**src/rtl/sm_boot_pkg.sv**
```systemverilog
// sm_boot_pkg: shared definitions for the ROM boot loader.
//   state_t  - loader FSM states
//   ERR_*    - err_code values reported on the sm_boot_ctrl error output
package sm_boot_pkg;

  typedef enum logic [2:0] {
    IDLE = 3'd0,
    HDR0 = 3'd1,
    HDR1 = 3'd2,
    DATA = 3'd3,
    CHK  = 3'd4,
    DONE = 3'd5,
    ERR  = 3'd6
  } state_t;

  localparam logic [2:0] ERR_NONE = 3'd0;
  localparam logic [2:0] ERR_LEN  = 3'd1;
  localparam logic [2:0] ERR_CHK  = 3'd2;
  localparam logic [2:0] ERR_TMO  = 3'd3;

endpackage

```
**src/rtl/sm_boot_timer.sv**
```systemverilog
// sm_boot_timer: inter-byte watchdog for the boot loader.
//   clk, rst_n - clock, asynchronous active-low reset
//   en         - count while high; held at zero while low
//   clr        - synchronous clear (a byte arrived)
//   expired    - the count reaches TIMEOUT on the coming clock edge
module sm_boot_timer #(
  parameter int TIMEOUT = 1000000,
  parameter int TMR_W   = 20
) (
  input  logic clk,
  input  logic rst_n,
  input  logic en,
  input  logic clr,
  output logic expired
);

  // Flag one count early so the owner's state changes on exactly the edge
  // where TIMEOUT cycles have elapsed since the last clear.
  localparam logic [TMR_W-1:0] LAST = TMR_W'(TIMEOUT - 1);

  logic [TMR_W-1:0] cnt_q, cnt_d;

  always_comb begin
    cnt_d = cnt_q;
    if (clr || !en) begin
      cnt_d = '0;
    end else if (cnt_q != LAST) begin
      cnt_d = cnt_q + 1'b1;
    end
  end

  always_ff @(posedge clk or negedge rst_n) begin
    if (!rst_n) begin
      cnt_q <= '0;
    end else begin
      cnt_q <= cnt_d;
    end
  end

  assign expired = en && (cnt_q == LAST);

endmodule

```
**src/rtl/sm_boot_ctrl.sv**
```systemverilog
// sm_boot_ctrl: loads the instruction ROM from a UART byte stream.
// Frame: len[7:0], len[15:8], len x 4 data bytes (little-endian words),
// then one byte equal to the XOR of all data bytes.
//   clk, rst_n          - clock, asynchronous active-low reset
//   load_req            - load mode level (high = load)
//   rx_valid, rx_byte   - received byte strobe and value
//   rom_wr/addr/wdata   - ROM write port, one strobe per assembled word
//   cpu_rst_n           - CPU reset, held low while loading or after a load
//   busy, done, error   - frame in progress / image OK / load failed
//   err_code            - ERR_NONE, ERR_LEN, ERR_CHK or ERR_TMO
module sm_boot_ctrl
  import sm_boot_pkg::*;
#(
  parameter int DEPTH   = 64,
  parameter int TIMEOUT = 1000000,
  parameter int TMR_W   = 20
) (
  input  logic        clk,
  input  logic        rst_n,
  input  logic        load_req,
  input  logic        rx_valid,
  input  logic [7:0]  rx_byte,
  output logic        rom_wr,
  output logic [31:0] rom_addr,
  output logic [31:0] rom_wdata,
  output logic        cpu_rst_n,
  output logic        busy,
  output logic        done,
  output logic        error,
  output logic [2:0]  err_code
);

  localparam logic [15:0] DEPTH_W = 16'(DEPTH);

  state_t      state_q, state_d;
  logic [15:0] len_q, len_d;
  logic [15:0] word_idx_q, word_idx_d;
  logic [1:0]  byte_idx_q, byte_idx_d;
  logic [7:0]  csum_q, csum_d;
  logic [31:0] word_q, word_d;
  logic        rom_wr_q, rom_wr_d;
  logic [31:0] rom_addr_q, rom_addr_d;
  logic [31:0] rom_wdata_q, rom_wdata_d;
  logic        cpu_rst_n_q, cpu_rst_n_d;
  logic        busy_q, busy_d;
  logic        done_q, done_d;
  logic        error_q, error_d;
  logic [2:0]  err_code_q, err_code_d;
  logic [15:0] hdr_len;
  logic        tmr_en, tmo;

  assign hdr_len = {rx_byte, len_q[7:0]};
  assign tmr_en  = (state_q == HDR1) || (state_q == DATA) || (state_q == CHK);

  sm_boot_timer #(
    .TIMEOUT (TIMEOUT),
    .TMR_W   (TMR_W)
  ) u_timer (
    .clk     (clk),
    .rst_n   (rst_n),
    .en      (tmr_en),
    .clr     (rx_valid),
    .expired (tmo)
  );

  always_comb begin
    state_d     = state_q;
    len_d       = len_q;
    word_idx_d  = word_idx_q;
    byte_idx_d  = byte_idx_q;
    csum_d      = csum_q;
    word_d      = word_q;
    rom_wr_d    = 1'b0;
    rom_addr_d  = rom_addr_q;
    rom_wdata_d = rom_wdata_q;
    err_code_d  = err_code_q;
    done_d      = done_q;

    case (state_q)
      IDLE: begin
        if (load_req) begin
          state_d    = HDR0;
          len_d      = '0;
          word_idx_d = '0;
          byte_idx_d = '0;
          csum_d     = '0;
          done_d     = 1'b0;
        end
      end
      HDR0: begin
        if (!load_req) begin
          state_d = IDLE;
        end else if (rx_valid) begin
          len_d[7:0] = rx_byte;
          state_d    = HDR1;
        end
      end
      HDR1: begin
        if (!load_req) begin
          state_d = IDLE;
        end else if (rx_valid) begin
          len_d = hdr_len;
          if (hdr_len > DEPTH_W) begin
            state_d    = ERR;
            err_code_d = ERR_LEN;
          end else if (hdr_len == 16'd0) begin
            state_d = CHK;
          end else begin
            state_d = DATA;
          end
        end else if (tmo) begin
          state_d    = ERR;
          err_code_d = ERR_TMO;
        end
      end
      DATA: begin
        if (!load_req) begin
          state_d = IDLE;
        end else if (rx_valid) begin
          csum_d                          = csum_q ^ rx_byte;
          word_d[{byte_idx_q, 3'b000} +: 8] = rx_byte;
          byte_idx_d                      = byte_idx_q + 2'd1;
          if (byte_idx_q == 2'd3) begin
            // Assemble from the live byte so the write leaves on the next edge.
            rom_wr_d    = 1'b1;
            rom_addr_d  = {16'd0, word_idx_q};
            rom_wdata_d = {rx_byte, word_q[23:0]};
            word_idx_d  = word_idx_q + 16'd1;
            if (word_idx_q == len_q - 16'd1) begin
              state_d = CHK;
            end
          end
        end else if (tmo) begin
          state_d    = ERR;
          err_code_d = ERR_TMO;
        end
      end
      CHK: begin
        if (!load_req) begin
          state_d = IDLE;
        end else if (rx_valid) begin
          if (rx_byte == csum_q) begin
            state_d = DONE;
          end else begin
            state_d    = ERR;
            err_code_d = ERR_CHK;
          end
        end else if (tmo) begin
          state_d    = ERR;
          err_code_d = ERR_TMO;
        end
      end
      DONE, ERR: begin
        if (!load_req) begin
          state_d = IDLE;
        end
      end
      default: state_d = IDLE;
    endcase

    if (state_d == IDLE) begin
      err_code_d = ERR_NONE;
    end
    if (state_d == DONE) begin
      done_d = 1'b1;
    end
    error_d     = (state_d == ERR);
    busy_d      = (state_d == HDR0) || (state_d == HDR1) ||
                  (state_d == DATA) || (state_d == CHK);
    // Release the CPU only after a full cycle spent idle with load_req low.
    cpu_rst_n_d = (state_q == IDLE) && !load_req;
  end

  always_ff @(posedge clk or negedge rst_n) begin
    if (!rst_n) begin
      state_q     <= IDLE;
      len_q       <= '0;
      word_idx_q  <= '0;
      byte_idx_q  <= '0;
      csum_q      <= '0;
      word_q      <= '0;
      rom_wr_q    <= 1'b0;
      rom_addr_q  <= '0;
      rom_wdata_q <= '0;
      cpu_rst_n_q <= 1'b0;
      busy_q      <= 1'b0;
      done_q      <= 1'b0;
      error_q     <= 1'b0;
      err_code_q  <= ERR_NONE;
    end else begin
      state_q     <= state_d;
      len_q       <= len_d;
      word_idx_q  <= word_idx_d;
      byte_idx_q  <= byte_idx_d;
      csum_q      <= csum_d;
      word_q      <= word_d;
      rom_wr_q    <= rom_wr_d;
      rom_addr_q  <= rom_addr_d;
      rom_wdata_q <= rom_wdata_d;
      cpu_rst_n_q <= cpu_rst_n_d;
      busy_q      <= busy_d;
      done_q      <= done_d;
      error_q     <= error_d;
      err_code_q  <= err_code_d;
    end
  end

  assign rom_wr    = rom_wr_q;
  assign rom_addr  = rom_addr_q;
  assign rom_wdata = rom_wdata_q;
  assign cpu_rst_n = cpu_rst_n_q;
  assign busy      = busy_q;
  assign done      = done_q;
  assign error     = error_q;
  assign err_code  = err_code_q;

endmodule

```
**config.mk**
```make
export PLATFORM = sky130hd
export DESIGN_NAME = sm_boot_ctrl
export DESIGN_NICKNAME = d
export VERILOG_FILES = /design/src/rtl/sm_boot_pkg.sv /design/src/rtl/sm_boot_timer.sv /design/src/rtl/sm_boot_ctrl.sv
export SDC_FILE = /design/constraint.sdc
export NUM_CORES = 1
export LEC_CHECK = 0
export ABC_AREA = 1
export BUFFER_PORTS_ARGS = -buffer_cell sky130_fd_sc_hd__buf_2
export CAP_MARGIN = 40
export CORE_ASPECT_RATIO = 0.8
export CORE_MARGIN = 4
export CORE_UTILIZATION = 50
export DETAILED_ROUTE_END_ITERATION = 7
export PLACE_DENSITY = 0.8
export SETUP_SLACK_MARGIN = 0.5
export SLEW_MARGIN = 20
export SYNTH_ARGS = -nofsm -noshare
export SYNTH_HDL_FRONTEND = slang
export SYNTH_SLANG_ARGS = --single-unit
```
**constraint.sdc**
```tcl
create_clock -name clk -period 5.7 [get_ports clk]
set_clock_uncertainty 0.2 [all_clocks]
set_input_delay 1.14 -clock clk [delete_from_list [all_inputs] [get_ports clk]]
set_output_delay 1.14 -clock clk [all_outputs]
set_load 0.01 [all_outputs]
```
==> reports/metrics.cfg, run 1 <==
[critical_path]
startpoint_type=primary input
arrival_ns=3.42
path_class=primary input to register
crit_required_ns=5.83
cp-end-kind=register
cp_max_fo=27

[clocking]
clock-sinks=145
clock_path_buffers=2
clkSlewWorstSetupHoldPaths_ns=0.06
cts_tree=built
insertion_delay_ns=0.42
cts_resized=0
numCtsBuffers=17
root_buffer=clkbuf_16
postCtsSetupRepairBufs=0
h-tree-depth=4
cts-hold-fix-buffers=0

[sta]
rsz0062_at_grt=false
fmax_mhz=304
hold_violations=0
fin_crit_sh_pct=57.7
slew_violations=0
holdWs_ns=0.280
max_slew_margin_pct=42.4
fin_crit_ns=3.29
finalSetupTns_ns=0
tightest_slew_ns=0.861
setup_violations=0

[floorplanning]
die_x_um=143
coreArea_sq_mm=0.0143
die-area_sq_mm=0.0166
io_pins=84
initial_core_util_pct=51.0
die_h_um=116
row_count=39

[worst_hold_path]
hold_class=register to register

[power]
irDropWorstVdd_v=0.000212
swShare_pct=32.5
p_clk_share_pct=38.4
switchingPower_uw=946
leakage_nw=4.31
p_int_mw=1.96
power_frac_comb_pct=21.9
pwr_density_cell_mw_per_mm2=348
seq_power_share_pct=39.6

[detailed_routing]
drc=0
vias_per_cell=5.26
via_count=6140
drt_first_pass_iters=7
drtIter0Drc=405
wirelength_um=16800
antenna_left=0
wl_per_cell_um=14.4

[synthesis]
ys.flop_type=dfrtp_1
seq_area_frac_synth_pct=49.8
ys_seq_elements=145
synth.distinct_cells=44
yosysWarnings=0
syn-cell-area_sq_mm=0.00729
synth_edf_count=0
netlist_instances=903
synth_area_per_cell_sq_um=8.08
async_flop_share_pct=100

[final_layout]
final_area_sq_mm=0.00836
layout_common_cells=nand2_1, dfrtp_1, inv_1, o21ai_0, nand3_1
final_common_cell=nand2_1
antennaDiodeCount=0
drive_above_1_share_pct=13.0
synthToLayoutAreaGrowth_pct=14.6
final_nets=991

[grt]
grt_pass1_wl_um=27900
grt_overflow_total=0
antenna_found_initial=0
grt_usage_pct=21.0
grt_max_degree=94
grt_pass1_vias=5692

[outcome]
run_status=completed

[placed_design]
routabilityCongestion=0.887
dpl.hpwl_um=12100
io_buffers=67
dpl-instance-area_sq_mm=0.00776

[job]
drv_cap=0

critical path, stage by stage:
cell and delay [ns]:
buf_2 0.17, nand2_1 0.11, inv_2 0.10, nand2_4 0.14, nor2_8 0.17, nor2_2 0.06
nor2_4 0.17, inv_2 0.09, nor2_1 0.38, inv_2 0.33, nand2_1 0.34, nand3_1 0.10
o21ai_0 0.10
cells in the mapped netlist (all sizes together), types with 2 or more instances:
cell type	n	area (sq um)
inv	122	458
clkinv	2	7.51
xor2	21	184
nand2	194	743
buf	21	144
a211oi	4	30.0
clkbuf	16	60.1
o31ai	4	30.0
ha	8	100
a31oi	2	12.5
a21oi	24	124
nor3	23	138
dfrtp	145	3630
xnor2	4	35.0
nor4	7	43.8
o21ai	104	521
nor3b	2	15.0
nor2	82	354
nand4	12	75.1
nand3b	4	30.0
nand3	92	483
flip-flops by register name, indices dropped and copies added (netlist names), 2 cells and up:
register       flops
err_code           3
rom_wdata         32
csum_q             8
state_q            3
word_q            24
len_q             16
rom_addr          16
u_timer.cnt_q     20
word_idx_q        16
byte_idx_q         2
cells by family (layout without fill, tap and decap cells):
logic type,Yosys count,in the layout,share of synthesized area (%)
simple gates,417,417,25.9
xor+xnor,25,25,3.00
flops,145,145,49.8
other cells,1,16,0.0514
buf+inv,161,227,9.18
compound gates,146,146,10.8
fa+ha+maj,8,8,1.37
per-layer routing:
metal / GRT usage (%) / vias up / wire length [um]
li1: - / 3050 / -
met1: 31.1 / 2858 / 7930
met2: 30.8 / 213 / 7330
met3: 5.61 / 19 / 1370
met4: 5.51 / 0 / 206
met5: 0 / - / 0
worst paths after layout:
check	startpoint	to	slack (ns)	cells after the start
max	load_req	len_q[12]$_DFFE_PN0P_	2.41	13
min	rom_wdata[22]$_DFFE_PN0P_	rom_wdata[22]$_DFFE_PN0P_	0.28	2
max reg2reg	state_q[0]$_DFF_PN0_	u_timer.cnt_q[1]$_DFFE_PN0P_	2.60	10
min reg2reg	rom_wdata[22]$_DFFE_PN0P_	rom_wdata[22]$_DFFE_PN0P_	0.28	2
max in group asynchronous	rst_n	csum_q[4]$_DFFE_PN0P_	4.01	2
min in group asynchronous	rst_n	rom_wdata[21]$_DFFE_PN0P_	0.43	1
per-stage QoR:
step | utilization, % | setup slack [ns] | total power [mW] | instances
global placement | 54.1 | 2.14 | 1.76 | 1134
finish | 58.5 | 2.41 | 2.91 | 1168
global route | 58.5 | 2.09 | 3.06 | 1168
detailed placement | 54.3 | 2.00 | 1.79 | 1135
CTS | 58.4 | 2.46 | 2.92 | 1167
floorplan | - | 2.66 | 1.63 | 918
power groups by stage:
stage | sequential [mW] | combinational (mW) | clock [mW]
after floorplan | 1.16 | 0.468 | 0
after global placement | 1.17 | 0.595 | 0
after detailed placement | 1.17 | 0.616 | 0
after CTS | 1.15 | 0.630 | 1.14
after global routing | 1.16 | 0.718 | 1.18
final | 1.15 | 0.638 | 1.12
layout make-up:
class / instances / area [sq um]
Timing Repair Buffer: 71 / 392
Multi-Input combinational cell: 612 / 3050
Fill cell: 1244 / 5940
Clock buffer: 20 / 447
Tap cell: 184 / 230
Clock inverter: 12 / 145
Sequential cell: 145 / 3630
Inverter: 124 / 465
(Power assumes the default switching activity.)
==> inputs of run 2 (changes only) <==
Clock period 5.7 ns to 3.4 ns, I/O delays scaled along.
==> run 2 against run 1 <==
Sequential share of layout area shrank 0.54 points; die area unchanged; wire length up 2.2%; non-clock buffer count up 6; combinational power grew 80%; critical path depth rose by 6; clock-buffer cell count shrank 3; core utilization rose by 0.74 points; worst hold slack worse by 0.0014 ns; final area increased by 1.3%; via count grew 1.5%; clock power up 70%.
==> reports/metrics.cfg, run 2 (synthesis results as in run 1) <==
[clocking]
root_buffer=clkbuf_16
clock_path_buffers=2  ; unchanged
clock-sinks=145  ; unchanged
clkSlewWorstSetupHoldPaths_ns=0.06  ; about the same
numCtsBuffers=17  ; unchanged
cts_tree=built
insertion_delay_ns=0.43  ; about the same
h-tree-depth=4  ; unchanged

[critical_path]
startpoint_type=register
cp_max_fo=6  ; -78%
crit_required_ns=3.51  ; -2.32 ns
arrival_ns=2.80  ; -0.62 ns
worstPathCellList=inv_2 -> ha_2 -> nand2_2 -> nor2_4 -> nand2_1 -> nand2_1 -> nand2_1 -> nor2_1 -> nand2_1 -> nor2_1 -> nand2_1 -> nand2_1 -> nand2_1 -> nand2_1 -> nand2_1 -> a21oi_4 -> nand2_1 -> nor2_2 -> nor2_1
path_class=register to register
cp-end-kind=register
cp_slowest_cell=dfrtp_1
crit_path_frequent_cell=nand2_1
reg2reg_depth=19  ; +9
max_stage_delay_ns=0.42  ; +0.04 ns

[final_layout]
final_core_util_pct=59.2  ; +0.74 points
synthToLayoutAreaGrowth_pct=16.1
fillers=1239  ; -0.40%
layoutNonFillerInstCount=1174  ; +0.51%
drive_above_1_share_pct=14.4  ; +1.4 points
final_area_sq_mm=0.00846  ; +1.3%
layout_common_cells=nand2_1, dfrtp_1, inv_1, o21ai_0, nand3_1
final_common_cell=nand2_1
largest_reg_flops=32  ; unchanged
antennaDiodeCount=0  ; unchanged
final_nets=997  ; +0.61%

[sta]
holdWs_ns=0.278  ; -0.00144 ns
rsz0062_at_grt=true
fin_crit_ns=2.68
finalSetupTns_ns=0  ; unchanged
setup_violations=0  ; unchanged
tightest_slew_ns=0.830  ; -0.0310 ns
setup_slack_ns=0.716  ; -1.69 ns
fmax_mhz=373
fin_crit_sh_pct=78.9
slew_violations=0  ; unchanged
hold_violations=0  ; unchanged
max_slew_margin_pct=44.4  ; +2.1 points

[power]
p_int_mw=3.32  ; +69%
swShare_pct=33.3  ; +0.80 points
leakage_nw=4.34  ; +0.72%
p_clk_share_pct=38.2  ; -0.2 points
pwr_density_cell_mw_per_mm2=588  ; +69%
seq_power_share_pct=38.8  ; -0.8 points
irDropWorstVdd_v=0.000444  ; +110%
switchingPower_mw=1.66  ; +75%
p_total_mw=4.98  ; +71%
power_frac_comb_pct=23.0  ; +1.1 points

[worst_hold_path]
whs_path_depth=2  ; unchanged
hold_class=register to register

[placed_design]
dpl.hpwl_um=12200  ; +0.99%
dpl-instance-area_sq_mm=0.00779  ; +0.45%
dpl_worst_slack_ns=0.439  ; -1.56 ns
routabilityCongestion=0.909  ; +2.4%
dp_cells=1139  ; +0.35%
io_buffers=67  ; unchanged

[detailed_routing]
via_count=6235  ; +1.5%
wirelength_um=17200  ; +2.2%
drtIter0Drc=576  ; +42%
wl_per_cell_um=14.7  ; +1.7%
drt_first_pass_iters=7  ; unchanged
antenna_left=0  ; unchanged
vias_per_cell=5.31  ; +1.0%
drc=0  ; unchanged

[floorplanning]
die_x_um=143  ; unchanged
die-area_sq_mm=0.0166  ; unchanged
die_h_um=116  ; unchanged
initial_core_util_pct=51.0  ; unchanged
row_count=39  ; unchanged
coreArea_sq_mm=0.0143  ; unchanged
io_pins=84  ; unchanged

[grt]
grt_max_degree=62  ; -34%
grt_pass1_wl_um=29000  ; +3.9%
grt_overflow_total=0  ; unchanged
grt_pass1_vias=5963  ; +4.8%
antenna_found_initial=0  ; unchanged
grt_usage_pct=21.8  ; +0.83 points

[outcome]
run_status=completed

[job]
drv_cap=0  ; unchanged

[run 2: changes by cell type in the layout (fill, tap and decap cells not counted), moves of 2 or more]
| cell | previous run | this run |
|---|---|---|
| buf_4 | 3 | 7 |
| nand2_2 | 3 | 5 |
| buf_12 | 0 | 2 |
| nand2_1 | 190 | 188 |
| nor2_1 | 73 | 71 |
| clkbuf_1 | 2 | 0 |
| inv_8 | 1 | 3 |
[run 2: per-layer routing]
metal  track usage [%]  share of wire (%)  wire [um]  vias to the layer above
met1              31.6                 48       8330                     2959
met2              32.5                 44       7530                      212
met5                 0                  0          0                        -
li1                  -                  -          -                     3052
met4              6.02               0.76        131                        0
met3              5.94                7.1       1220                       12
[run 2: what timing repair did]
item | 4_1_cts | 5_1_grt
buffers inserted | 0 | 2
hold buffers | 1 | 0
pin swaps | 0 | 1
endpoints found under the setup margin | 2 | 9
resized for setup | 1 | 11
endpoints found under the hold margin | 22 | 0
[run 2: power groups by stage]
stage / Combinational, mW / Sequential [mW] / Clock [mW]
3_5_place_dp: 1.05 / 1.96 / 0
5_1_grt: 1.31 / 1.94 / 2.01
3_3_place_gp: 1.02 / 1.96 / 0
2_1_floorplan: 0.784 / 1.95 / 0
6_report: 1.15 / 1.93 / 1.90
4_1_cts: 1.09 / 1.93 / 1.93
[run 2: layout make-up]
type | instances | area, sq um | area share, %
Clock buffer | 17 | 425 | 5.03
Clock inverter | 15 | 171 | 2.03
Inverter | 124 | 468 | 5.53
Multi-Input combinational cell | 612 | 3100 | 36.6
Sequential cell | 145 | 3630 | 42.9
Tap cell | 184 | 230 | 2.72
Timing Repair Buffer | 77 | 444 | 5.25
[run 2: final timing paths]
kind,from,endpoint,slack (ns)
max,len_q[0]$_DFFE_PN0P_,err_code[0]$_DFFE_PN0P_,0.72
min reg2reg,rom_wdata[21]$_DFFE_PN0P_,rom_wdata[21]$_DFFE_PN0P_,0.28
min in group asynchronous,rst_n,rom_wdata[20]$_DFFE_PN0P_,0.47
max in group asynchronous,rst_n,u_timer.cnt_q[3]$_DFFE_PN0P_,1.79
max reg2reg,len_q[0]$_DFFE_PN0P_,err_code[0]$_DFFE_PN0P_,0.72
min,rom_wdata[21]$_DFFE_PN0P_,rom_wdata[21]$_DFFE_PN0P_,0.28
[run 2: worst max-delay path, delay by kind of cell, from the launching register on]
kind,cells,cell delay [ns]
adders and majority gates,1,0.25
DFF,1,0.42
buffers and inverters,1,0.13
AOI/OAI and AO/OA,1,0.18
and+or+nand+nor,16,1.41
